`src/rtl/rx_payload_extract_pkg.sv`:
```
// Shared widths, FSM encoding, header payload struct and dst-MAC filter for rx_payload_extract.
package rx_payload_extract_pkg;

  localparam int unsigned GMII_DATA_W  = 8;
  localparam int unsigned MAC_ADDR_W   = 48;
  localparam int unsigned ETHER_TYPE_W = 16;
  localparam int unsigned FCS_BYTES    = 4;
  localparam int unsigned STRIP_DEPTH  = FCS_BYTES + 1;

  typedef enum logic [1:0] {
    RX_IDLE    = 2'd0,
    RX_HDR     = 2'd1,
    RX_PAYLOAD = 2'd2,
    RX_DISCARD = 2'd3
  } rx_extract_state_e;

  typedef struct packed {
    logic [MAC_ADDR_W-1:0]   dst;
    logic [MAC_ADDR_W-1:0]   src;
    logic [ETHER_TYPE_W-1:0] ether_type;
  } rx_hdr_t;

  // Accept own unicast, optionally broadcast, optionally any group address (I/G bit).
  function automatic logic mac_accept(input logic [MAC_ADDR_W-1:0] dst,
                                      input logic [MAC_ADDR_W-1:0] local_mac,
                                      input logic                  bcast_en,
                                      input logic                  mcast_en);
    return (dst == local_mac) |
           (bcast_en & (dst == {MAC_ADDR_W{1'b1}})) |
           (mcast_en & dst[40]);
  endfunction

endpackage

```
`src/rtl/rx_payload_extract_if.sv`:
```
// Byte-stream input and framed payload/header output bundle of rx_payload_extract.
interface rx_payload_extract_if;
  import rx_payload_extract_pkg::*;

  logic [GMII_DATA_W-1:0]  rx_data_i;
  logic                    rx_data_valid_i;
  logic                    is_preamble_or_sfd_i;
  logic                    is_dst_mac_i;
  logic                    is_src_mac_i;
  logic                    is_ether_type_i;
  logic                    is_payload_or_crc_i;
  logic                    invalid_frame_i;

  logic                    hdr_valid_o;
  logic [MAC_ADDR_W-1:0]   dst_mac_o;
  logic [MAC_ADDR_W-1:0]   src_mac_o;
  logic [ETHER_TYPE_W-1:0] ether_type_o;
  logic [GMII_DATA_W-1:0]  pl_data_o;
  logic                    pl_valid_o;
  logic                    pl_first_o;
  logic                    pl_last_o;
  logic                    pl_err_o;
  logic                    frame_drop_o;

  modport slave (
    input  rx_data_i, rx_data_valid_i, is_preamble_or_sfd_i, is_dst_mac_i,
           is_src_mac_i, is_ether_type_i, is_payload_or_crc_i, invalid_frame_i,
    output hdr_valid_o, dst_mac_o, src_mac_o, ether_type_o, pl_data_o,
           pl_valid_o, pl_first_o, pl_last_o, pl_err_o, frame_drop_o
  );

  modport master (
    output rx_data_i, rx_data_valid_i, is_preamble_or_sfd_i, is_dst_mac_i,
           is_src_mac_i, is_ether_type_i, is_payload_or_crc_i, invalid_frame_i,
    input  hdr_valid_o, dst_mac_o, src_mac_o, ether_type_o, pl_data_o,
           pl_valid_o, pl_first_o, pl_last_o, pl_err_o, frame_drop_o
  );

endinterface

```
`src/rtl/rx_fcs_strip_delay.sv`:
```
// Byte delay line with fill count; the oldest entry is valid to read once the line is full.
module rx_fcs_strip_delay #(
  parameter int unsigned DEPTH = 5,
  parameter int unsigned W     = 8,
  parameter int unsigned CNT_W = $clog2(DEPTH + 1)
) (
  input  logic             clk,
  input  logic             rst,
  input  logic             i_push,
  input  logic             i_flush,
  input  logic [W-1:0]     i_data,
  output logic [W-1:0]     o_oldest,
  output logic [CNT_W-1:0] o_depth
);

  logic [W-1:0]     r_mem [DEPTH];
  logic [CNT_W-1:0] r_depth;

  always_ff @(posedge clk or posedge rst) begin
    if (rst) begin
      for (int unsigned i = 0; i < DEPTH; i++) r_mem[i] <= '0;
      r_depth <= '0;
    end else if (i_flush) begin
      r_depth <= '0;
    end else if (i_push) begin
      r_mem[0] <= i_data;
      for (int unsigned i = 1; i < DEPTH; i++) r_mem[i] <= r_mem[i-1];
      if (r_depth != CNT_W'(DEPTH)) r_depth <= r_depth + CNT_W'(1);
    end
  end

  assign o_oldest = r_mem[DEPTH-1];
  assign o_depth  = r_depth;

endmodule

```
`src/rtl/rx_payload_extract.sv`:
```
// Header capture, dst-MAC filter and FCS strip downstream of rx_mac_top.
// Optional RX_STATS_EN adds saturating good/bad/drop frame counters.
module rx_payload_extract
  import rx_payload_extract_pkg::*;
#(
  parameter logic [MAC_ADDR_W-1:0] LOCAL_MAC    = 48'h02_00_00_00_00_01,
  parameter bit                    ACCEPT_BCAST = 1'b1,
  parameter bit                    ACCEPT_MCAST = 1'b0,
  parameter int unsigned           STAT_W       = 32
) (
  input  logic                 clk,
  input  logic                 rst,
  rx_payload_extract_if.slave  bus,
  output logic [STAT_W-1:0]    stat_good_o,
  output logic [STAT_W-1:0]    stat_bad_o,
  output logic [STAT_W-1:0]    stat_drop_o
);

  localparam logic [1:0]  ST_IDLE    = RX_IDLE;
  localparam logic [1:0]  ST_HDR     = RX_HDR;
  localparam logic [1:0]  ST_PAYLOAD = RX_PAYLOAD;
  localparam logic [1:0]  ST_DISCARD = RX_DISCARD;
  localparam int unsigned DCNT_W     = $clog2(STRIP_DEPTH + 1);
  localparam int unsigned SHIFT_W    = MAC_ADDR_W - GMII_DATA_W;

  logic [1:0]             r_state, w_state_nxt;
  rx_hdr_t                r_hdr_sh, w_hdr_sh_nxt;
  rx_hdr_t                r_hdr, w_hdr_nxt;
  logic                   r_err, w_err_nxt;
  logic                   r_emitted, w_emitted_nxt;
  logic [GMII_DATA_W-1:0] r_pl_data, w_pl_data_nxt;
  logic                   r_pl_valid, w_pl_valid_nxt;
  logic                   r_pl_first, w_pl_first_nxt;
  logic                   r_pl_last, w_pl_last_nxt;
  logic                   r_pl_err, w_pl_err_nxt;
  logic                   r_hdr_valid, w_hdr_valid_nxt;
  logic                   r_drop, w_drop_nxt;

  logic                   w_push, w_flush, w_full, w_byte_ok, w_err_acc;
  logic [GMII_DATA_W-1:0] w_oldest;
  logic [DCNT_W-1:0]      w_depth;

  rx_fcs_strip_delay #(
    .DEPTH (STRIP_DEPTH),
    .W     (GMII_DATA_W),
    .CNT_W (DCNT_W)
  ) u_strip (
    .clk      (clk),
    .rst      (rst),
    .i_push   (w_push),
    .i_flush  (w_flush),
    .i_data   (bus.rx_data_i),
    .o_oldest (w_oldest),
    .o_depth  (w_depth)
  );

  assign w_full    = (w_depth == DCNT_W'(STRIP_DEPTH));
  assign w_byte_ok = bus.rx_data_valid_i & ~bus.is_preamble_or_sfd_i;
  assign w_err_acc = r_err | bus.invalid_frame_i;

  always_comb begin
    w_state_nxt     = r_state;
    w_hdr_sh_nxt    = r_hdr_sh;
    w_hdr_nxt       = r_hdr;
    w_err_nxt       = w_err_acc;
    w_emitted_nxt   = r_emitted;
    w_pl_data_nxt   = r_pl_data;
    w_pl_valid_nxt  = 1'b0;
    w_pl_first_nxt  = 1'b0;
    w_pl_last_nxt   = 1'b0;
    w_pl_err_nxt    = 1'b0;
    w_hdr_valid_nxt = 1'b0;
    w_drop_nxt      = 1'b0;
    w_push          = 1'b0;
    w_flush         = 1'b0;

    case (r_state)
      ST_IDLE: begin
        if (!bus.rx_data_valid_i) begin
          w_err_nxt = 1'b0;
        end else if (w_byte_ok && bus.is_dst_mac_i) begin
          w_state_nxt      = ST_HDR;
          w_hdr_sh_nxt.dst = {r_hdr_sh.dst[SHIFT_W-1:0], bus.rx_data_i};
        end
      end
      ST_HDR: begin
        if (!bus.rx_data_valid_i) begin
          w_state_nxt = ST_IDLE;
          w_drop_nxt  = 1'b1;
          w_err_nxt   = 1'b0;
        end else if (w_byte_ok) begin
          if (bus.is_payload_or_crc_i) begin
            if (mac_accept(r_hdr_sh.dst, LOCAL_MAC, ACCEPT_BCAST, ACCEPT_MCAST)) begin
              w_state_nxt = ST_PAYLOAD;
              w_push      = 1'b1;
            end else begin
              w_state_nxt = ST_DISCARD;
              w_drop_nxt  = 1'b1;
            end
          end else if (bus.is_dst_mac_i) begin
            w_hdr_sh_nxt.dst = {r_hdr_sh.dst[SHIFT_W-1:0], bus.rx_data_i};
          end else if (bus.is_src_mac_i) begin
            w_hdr_sh_nxt.src = {r_hdr_sh.src[SHIFT_W-1:0], bus.rx_data_i};
          end else if (bus.is_ether_type_i) begin
            w_hdr_sh_nxt.ether_type = {r_hdr_sh.ether_type[GMII_DATA_W-1:0], bus.rx_data_i};
          end
        end
      end
      ST_PAYLOAD: begin
        // End cycle: oldest byte is the last payload byte, the rest of the line is FCS.
        if (!bus.rx_data_valid_i) begin
          if (w_full) begin
            w_pl_valid_nxt  = 1'b1;
            w_pl_last_nxt   = 1'b1;
            w_pl_data_nxt   = w_oldest;
            w_pl_first_nxt  = ~r_emitted;
            w_hdr_valid_nxt = ~r_emitted;
            w_pl_err_nxt    = w_err_acc;
            if (!r_emitted) w_hdr_nxt = r_hdr_sh;
          end else begin
            w_drop_nxt = 1'b1;
          end
          w_flush       = 1'b1;
          w_emitted_nxt = 1'b0;
          w_err_nxt     = 1'b0;
          w_state_nxt   = ST_IDLE;
        end else if (w_byte_ok && bus.is_payload_or_crc_i) begin
          w_push = 1'b1;
          if (w_full) begin
            w_pl_valid_nxt  = 1'b1;
            w_pl_data_nxt   = w_oldest;
            w_pl_first_nxt  = ~r_emitted;
            w_hdr_valid_nxt = ~r_emitted;
            w_emitted_nxt   = 1'b1;
            if (!r_emitted) w_hdr_nxt = r_hdr_sh;
          end
        end
      end
      ST_DISCARD: begin
        if (!bus.rx_data_valid_i) begin
          w_state_nxt = ST_IDLE;
          w_err_nxt   = 1'b0;
        end
      end
      default: begin
        w_state_nxt = ST_IDLE;
        w_err_nxt   = 1'b0;
      end
    endcase
  end

  always_ff @(posedge clk or posedge rst) begin
    if (rst) begin
      r_state     <= ST_IDLE;
      r_hdr_sh    <= '0;
      r_hdr       <= '0;
      r_err       <= 1'b0;
      r_emitted   <= 1'b0;
      r_pl_data   <= '0;
      r_pl_valid  <= 1'b0;
      r_pl_first  <= 1'b0;
      r_pl_last   <= 1'b0;
      r_pl_err    <= 1'b0;
      r_hdr_valid <= 1'b0;
      r_drop      <= 1'b0;
    end else begin
      r_state     <= w_state_nxt;
      r_hdr_sh    <= w_hdr_sh_nxt;
      r_hdr       <= w_hdr_nxt;
      r_err       <= w_err_nxt;
      r_emitted   <= w_emitted_nxt;
      r_pl_data   <= w_pl_data_nxt;
      r_pl_valid  <= w_pl_valid_nxt;
      r_pl_first  <= w_pl_first_nxt;
      r_pl_last   <= w_pl_last_nxt;
      r_pl_err    <= w_pl_err_nxt;
      r_hdr_valid <= w_hdr_valid_nxt;
      r_drop      <= w_drop_nxt;
    end
  end

  assign bus.hdr_valid_o  = r_hdr_valid;
  assign bus.dst_mac_o    = r_hdr.dst;
  assign bus.src_mac_o    = r_hdr.src;
  assign bus.ether_type_o = r_hdr.ether_type;
  assign bus.pl_data_o    = r_pl_data;
  assign bus.pl_valid_o   = r_pl_valid;
  assign bus.pl_first_o   = r_pl_first;
  assign bus.pl_last_o    = r_pl_last;
  assign bus.pl_err_o     = r_pl_err;
  assign bus.frame_drop_o = r_drop;

`ifdef RX_STATS_EN
  logic [STAT_W-1:0] r_stat_good, r_stat_bad, r_stat_drop;

  // Counters follow the registered frame outputs and stick at all-ones.
  always_ff @(posedge clk or posedge rst) begin
    if (rst) begin
      r_stat_good <= '0;
      r_stat_bad  <= '0;
      r_stat_drop <= '0;
    end else begin
      if (r_pl_valid && r_pl_last && !r_pl_err && (r_stat_good != '1))
        r_stat_good <= r_stat_good + STAT_W'(1);
      if (r_pl_valid && r_pl_last && r_pl_err && (r_stat_bad != '1))
        r_stat_bad <= r_stat_bad + STAT_W'(1);
      if (r_drop && (r_stat_drop != '1))
        r_stat_drop <= r_stat_drop + STAT_W'(1);
    end
  end

  assign stat_good_o = r_stat_good;
  assign stat_bad_o  = r_stat_bad;
  assign stat_drop_o = r_stat_drop;
`else
  assign stat_good_o = '0;
  assign stat_bad_o  = '0;
  assign stat_drop_o = '0;
`endif

endmodule

```
`src/flat_wrapper.sv`:
```
// flat-port wrapper written by rule: the top's interface ports become plain ports
module rx_payload_extract_flat import rx_payload_extract_pkg::*;
#(
  parameter logic [MAC_ADDR_W-1:0] LOCAL_MAC    = 48'h02_00_00_00_00_01,
  parameter bit                    ACCEPT_BCAST = 1'b1,
  parameter bit                    ACCEPT_MCAST = 1'b0,
  parameter int unsigned           STAT_W       = 32
)
  (clk, rst, stat_good_o, stat_bad_o, stat_drop_o, bus_rx_data_i, bus_rx_data_valid_i, bus_is_preamble_or_sfd_i, bus_is_dst_mac_i, bus_is_src_mac_i, bus_is_ether_type_i, bus_is_payload_or_crc_i, bus_invalid_frame_i, bus_hdr_valid_o, bus_dst_mac_o, bus_src_mac_o, bus_ether_type_o, bus_pl_data_o, bus_pl_valid_o, bus_pl_first_o, bus_pl_last_o, bus_pl_err_o, bus_frame_drop_o);
  rx_payload_extract_if bus_i ();
  input  logic clk;
  input  logic rst;
  output logic [STAT_W-1:0] stat_good_o;
  output logic [STAT_W-1:0] stat_bad_o;
  output logic [STAT_W-1:0] stat_drop_o;
  input wire logic [$bits(bus_i.rx_data_i)-1:0] bus_rx_data_i;
  input wire logic [$bits(bus_i.rx_data_valid_i)-1:0] bus_rx_data_valid_i;
  input wire logic [$bits(bus_i.is_preamble_or_sfd_i)-1:0] bus_is_preamble_or_sfd_i;
  input wire logic [$bits(bus_i.is_dst_mac_i)-1:0] bus_is_dst_mac_i;
  input wire logic [$bits(bus_i.is_src_mac_i)-1:0] bus_is_src_mac_i;
  input wire logic [$bits(bus_i.is_ether_type_i)-1:0] bus_is_ether_type_i;
  input wire logic [$bits(bus_i.is_payload_or_crc_i)-1:0] bus_is_payload_or_crc_i;
  input wire logic [$bits(bus_i.invalid_frame_i)-1:0] bus_invalid_frame_i;
  output wire logic [$bits(bus_i.hdr_valid_o)-1:0] bus_hdr_valid_o;
  output wire logic [$bits(bus_i.dst_mac_o)-1:0] bus_dst_mac_o;
  output wire logic [$bits(bus_i.src_mac_o)-1:0] bus_src_mac_o;
  output wire logic [$bits(bus_i.ether_type_o)-1:0] bus_ether_type_o;
  output wire logic [$bits(bus_i.pl_data_o)-1:0] bus_pl_data_o;
  output wire logic [$bits(bus_i.pl_valid_o)-1:0] bus_pl_valid_o;
  output wire logic [$bits(bus_i.pl_first_o)-1:0] bus_pl_first_o;
  output wire logic [$bits(bus_i.pl_last_o)-1:0] bus_pl_last_o;
  output wire logic [$bits(bus_i.pl_err_o)-1:0] bus_pl_err_o;
  output wire logic [$bits(bus_i.frame_drop_o)-1:0] bus_frame_drop_o;
  assign bus_i.rx_data_i = bus_rx_data_i;
  assign bus_i.rx_data_valid_i = bus_rx_data_valid_i;
  assign bus_i.is_preamble_or_sfd_i = bus_is_preamble_or_sfd_i;
  assign bus_i.is_dst_mac_i = bus_is_dst_mac_i;
  assign bus_i.is_src_mac_i = bus_is_src_mac_i;
  assign bus_i.is_ether_type_i = bus_is_ether_type_i;
  assign bus_i.is_payload_or_crc_i = bus_is_payload_or_crc_i;
  assign bus_i.invalid_frame_i = bus_invalid_frame_i;
  assign bus_hdr_valid_o = bus_i.hdr_valid_o;
  assign bus_dst_mac_o = bus_i.dst_mac_o;
  assign bus_src_mac_o = bus_i.src_mac_o;
  assign bus_ether_type_o = bus_i.ether_type_o;
  assign bus_pl_data_o = bus_i.pl_data_o;
  assign bus_pl_valid_o = bus_i.pl_valid_o;
  assign bus_pl_first_o = bus_i.pl_first_o;
  assign bus_pl_last_o = bus_i.pl_last_o;
  assign bus_pl_err_o = bus_i.pl_err_o;
  assign bus_frame_drop_o = bus_i.frame_drop_o;
  rx_payload_extract #(.LOCAL_MAC(LOCAL_MAC), .ACCEPT_BCAST(ACCEPT_BCAST), .ACCEPT_MCAST(ACCEPT_MCAST), .STAT_W(STAT_W)) u_core (.clk(clk), .rst(rst), .bus(bus_i), .stat_good_o(stat_good_o), .stat_bad_o(stat_bad_o), .stat_drop_o(stat_drop_o));
endmodule
```
`config.mk`:
```
export PLATFORM = sky130hd
export DESIGN_NAME = rx_payload_extract_flat
export DESIGN_NICKNAME = d
export VERILOG_FILES = /design/src/rtl/rx_payload_extract_pkg.sv /design/src/rtl/rx_payload_extract_if.sv /design/src/rtl/rx_fcs_strip_delay.sv /design/src/rtl/rx_payload_extract.sv /design/src/flat_wrapper.sv
export SDC_FILE = /design/constraint.sdc
export NUM_CORES = 1
export LEC_CHECK = 0
export ABC_AREA = 1
export CAP_MARGIN = 20
export CORE_MARGIN = 2
export CORE_UTILIZATION = 40
export DETAILED_ROUTE_END_ITERATION = 10
export HOLD_SLACK_MARGIN = 0.05
export RECOVER_POWER = 25
export REMOVE_ABC_BUFFERS = 1
export SLEW_MARGIN = 5
export SYNTH_ARGS = -nofsm -noshare
export SYNTH_HDL_FRONTEND = slang
export SYNTH_HIERARCHICAL = 1
export SYNTH_SLANG_ARGS = --single-unit
export TNS_END_PERCENT = 50
```
`constraint.sdc`:
```
create_clock -name clk -period 9.7 [get_ports clk]
set_clock_uncertainty 0.2 [all_clocks]
set_input_delay 1.455 -clock clk [delete_from_list [all_inputs] [get_ports clk]]
set_output_delay 1.455 -clock clk [all_outputs]
set_load 0.02 [all_outputs]
```
# Word-level counts from Yosys, hierarchy flattened

Index checks and enable logic that the tools add are counted.

Register bits after elaboration: 284
Bits in latches: 0
Memory bits (writable): 0
Bits in read-only memories: 0
Bits of input ports: 17
Output and inout port bits: 222
Logic and storage cells: 128
Memories: 0

Add/sub/neg operators: 1
Multipliers: 0
Div/mod/pow operators: 0
$lt $le $gt $ge: 0
Equality and inequality tests: 18
Shift-type cells: 0
Muxes and demuxes: 63
Bitwise gates (word level): 9
Reductions and logical operators: 16

Operator list:

| kind                                                              | count |
|---|---|
| 112-bit two-way mux                                               | 7 |
| 48-bit two-way mux                                                | 4 |
| 48-bit case mux with 2 select lines                               | 1 |
| 64-bit two-way mux                                                | 1 |
| 48-bit by 42-bit == test with 1-bit output, second input constant | 1 |
| 48-bit == test, second input constant                             | 1 |
| 1-bit two-way mux                                                 | 33 |
| 16-bit two-way mux                                                | 2 |
| 8-bit two-way mux                                                 | 3 |
| 7-bit AND reduction                                               | 2 |
| 2-bit two-way mux                                                 | 6 |
| 2-bit != test, second input constant                              | 5 |
| 3-bit two-way mux                                                 | 3 |
| 2-bit by 1-bit != test with 1-bit output, second input constant   | 4 |
| 3-bit != test, second input constant                              | 2 |
| 1-bit inverter                                                    | 6 |
| 2-bit case mux with 3 select lines                                | 1 |
| 2-bit AND reduction                                               | 3 |
| 6-bit AND reduction                                               | 1 |
| 2-bit nonzero test                                                | 3 |
| 5-bit AND reduction                                               | 1 |
| 2-bit == test, second input constant                              | 2 |
| 1-bit case mux with 2 select lines                                | 2 |
| 4-bit OR reduction                                                | 1 |
| 10 further kinds                                                  | 12 |

# Depth between registers and ports, before layout

Word-level depth: 9
Gate-level depth with buffers: 15
Mapped depth without buffers: 14

# Cells and area by module

The synthesis kept the hierarchy.

Modules (own cells, without submodules):

| module             | times used | cells an instance | area an instance (um2) | sequential area each (um2) |
|---|---|---|---|---|
| rx_payload_extract | 1          | 1134              | 10386.2                | 6030.8 |
| rx_fcs_strip_delay | 1          | 209               | 1931.9                 | 1076.0 |

# Least setup slack after synthesis

Ideal clock, no wire load.

Path type: input -> register
Start point: in bus_rx_data_valid_i
End point: reg u_core/r_hdr_sh[56] in the netlist's numbering
Setup time: 0.131 ns
Arrival time: 2.465 ns
Required time: 9.369 ns
Setup slack: 6.904 ns
Stages: 8
Path buffers: 3
Path through: buf_4 -> inv_1 -> nor3_1 -> nand3_1 -> buf_2 -> buf_2 -> nand2_1 -> o21ai_0

Word-level cells in the longest chain between the ends: 2

RTL lines:

| element                           | RTL line                  | RTL |
|---|---|---|
| start, declared                   | flat_wrapper.sv:17        | `input wire logic [$bits(bus_i.rx_data_valid_i)-1:0] bus_rx_data_valid_i;` |
| 1-bit AND                         | rx_payload_extract.sv:58  | `assign w_byte_ok = bus.rx_data_valid_i & ~bus.is_preamble_or_sfd_i;` |
| 6-bit AND reduction (no line) (*) | -                         |  |
| end signal, assigned              | rx_payload_extract.sv:168 | `r_hdr_sh <= w_hdr_sh_nxt;` |
| end, declared                     | rx_payload_extract.sv:27  | `rx_hdr_t r_hdr_sh, w_hdr_sh_nxt;` |

Mark *: on every way between the ends. The rest lies on a longest branch, timed or not.
A chain may end at the register's enable or synchronous reset.

==> impl_metrics.toml <==
[yosys]
synth_enable_flop_cells = 0
yosysMostFrequentCell = "nand2_1"
yosys_warnings = 6
synth_top_area_share_pct = 57.7
syn_inst = 1343
async_reset_ff_share_pct = 100
synth_top_cell_by_area = "dfrtp_1"
syn_avg_cell_area_sq_um = 9.17
ys_types = 30
ys_top_cells_by_area = "dfrtp_1 (58%), nand2_1 (11%), buf_4 (6.8%)"
synth_seq_area_share_pct = 57.7
ys.flop_type = "dfrtp_1"
synthesis.area_sq_mm = 0.0123
synthTopCellsByCount = "nand2_1 (357), dfrtp_1 (284), inv_1 (123), buf_4 (111), o21ai_0 (110)"
ys_ff_latch = 284

[clock_network]
htree_levels = 1
post_cts_resize_count = 0
clock_latency_ns = 0.54
clk_path_buf_depth = 3
cts_buffers = 31
cts_root_buffer = "clkbuf_16"
cts_tree = "yes"
postCtsHoldBufs = 0
post_cts_buffers = 0
clkTransAtPathRegs_ns = 0.06
numClockSinks = 284

[detailed_routing]
drt_first_pass_iters = 5
finalWirelength_mm = 25.5
drtAntennaViolNets = 0
vias_per_cell = 4.57
drc = 0
wire_per_inst_um = 13.6
vias = 8547
first_iter_violations = 747

[global_route]
grt_overflow = 0
grt_use_total_pct = 15.5
grt_pass1_wl_mm = 41.6
grt_pass1_vias = 7929
antenna_found_initial = 0
grt_max_degree = 109

[setup_path]
critPathRequiredTime_ns = 9.74
regToRegStartpoint = "u_core/r_state[0]"
startpoint_type = "input pin"
crit_arrival_ns = 5.74
rrSetupSlack_ns = 6.32
path_max_fanout = 83
crit_path_end_kind = "async pin"
r2r_end = "u_core/bus.dst_mac_o[8]"
rr_worst_depth = 8
path_class = "input pin to async pin"

[finish]
instances_no_fill = 1869
fin_area_sq_mm = 0.0144
syn_to_final_growth_pct = 16.8
fillers = 2937
drive_gt1_share_pct = 6.04
num_antenna_cells = 0
finalNetCount = 1475

[placement]
hpwl_mm = 16.4
portBuffers = 142
place_congestion = 0.785
dp_cells = 1814
dpl_worst_slack_ns = 5.09
dpl-instance-area_sq_mm = 0.0134

[run]
maxCapViolations = 3

[floorplanning]
die_w_um = 179
fp.dieH_um = 179
row_count = 64
die-area_sq_mm = 0.0322
ios = 239
initial_core_util_pct = 40.5
fp.coreArea_sq_mm = 0.0304

[timing]
period_needed_ns = 5.70
maxSlewViolCount = 166
setup_violations = 0
slew_headroom_pct = -149
fmax_ghz = 0.175
finalHoldViolCount = 0
tightest_slew_ns = 3.72
fin_ws_ns = 4.00
rsz0062_at_grt = "no"
tns_ns = 0
post-route-period-util_pct = 58.8

[power_and_ir_drop]
p_total_uw = 3030
ir_worst_vdd_mv = 0.131
powerDensity_mw_per_mm2 = 211
p_leak_uw = 0.00670

[status]
violations = "max-capacitance violations, max-slew violations"
status = "complete, but fails checks"

[min_path]
min_to = "u_core/bus.src_mac_o[40]"
hold_depth = 2
hold_class = "flop to flop"
min-delay-start = "u_core/bus.src_mac_o[40]"
[worst max path at each step]
stage                                        from                  endpoint  slack [ns]
after floorplan                               rst   u_core/bus.dst_mac_o[0]        1.43
after global placement    bus_is_payload_or_crc_i   u_core/bus.dst_mac_o[3]        5.19
after detailed placement      bus_rx_data_valid_i   u_core/bus.dst_mac_o[4]        5.09
after CTS                     bus_rx_data_valid_i   u_core/bus.dst_mac_o[3]        5.65
after global routing                          rst  u_core/bus.src_mac_o[17]        3.07
final                                         rst  u_core/bus.src_mac_o[14]        4.00
[cell type report]
| cell class | instances | area (sq um) | area share, % |
|---|---|---|---|
| Clock inverter | 8 | 71.3 | 0.496 |
| Timing Repair Buffer | 151 | 1490 | 10.4 |
| Inverter | 128 | 489 | 3.40 |
| Clock buffer | 46 | 902 | 6.27 |
| Multi-Input combinational cell | 856 | 3830 | 26.6 |
| Tap cell | 396 | 495 | 3.44 |
| Sequential cell | 284 | 7110 | 49.4 |
[power by group]
| group | internal (uW) | total, uW | switching [uW] |
|---|---|---|---|
| logic | 136 | 475 | 340 |
| registers | 1320 | 1440 | 120 |
| clock network | 663 | 1120 | 455 |
[kinds of logic after synthesis]
| group | synth area share (%) |
|---|---|
| buffers and inverters | 14.2 |
| DFF | 57.7 |
| other | 0.0304 |
| adders and majority gates | 0.609 |
| and+or+nand+nor | 18.2 |
| AOI/OAI and AO/OA | 9.22 |
[worst max-delay path: stages]
cell	delay (ns)
dlygate4sd3_1	0.57
clkinvlp_2	2.09
clkbuf_1	1.60
[routing by layer]
layer,part of all wire (%),track usage (%)
met2,44,23.8
met4,2.5,4.29
met5,0,0
met3,5.0,2.51
met1,48,22.7
[sequential cells by signal, indices dropped and copies added, names as in the netlist, 2 cells and up]
register	count
u_core/r_hdr_sh	112
u_core/u_strip/o_depth	3
u_core/bus.src_mac_o	48
u_core/u_strip/o_oldest	8
u_core/u_strip/r_mem	32
u_core/bus.dst_mac_o	48
u_core/bus.pl_data_o	8
u_core/bus.ether_type_o	16
u_core/r_state	2
[layout by cell type (no fill, tap or decap), types with 2 or more instances in the layout]
master / instances
a21oi_1: 2
buf_4: 6
clkbuf_1: 10
clkbuf_16: 31
clkbuf_8: 7
clkdlybuf4s50_1: 140
clkinv_1: 2
clkinv_2: 5
conb_1: 96
dfrtp_1: 284
dlygate4sd3_1: 2
ha_1: 6
inv_1: 121
inv_2: 2
nand2_1: 357
nand2_2: 12
nand3_1: 98
nand4_1: 5
nor2_1: 56
nor2_2: 2
nor3_1: 4
o21ai_0: 109
o21ai_1: 89
o21ai_2: 12
[stage by stage]
stage	hold WS, ns	utilization, %
detailed placement	0.259	44.1
floorplan	0.242	-
global placement	0.253	44.1
finish	0.268	47.3
CTS	0.273	47.3
global route	0.284	47.3
(Power assumes the default switching activity.)
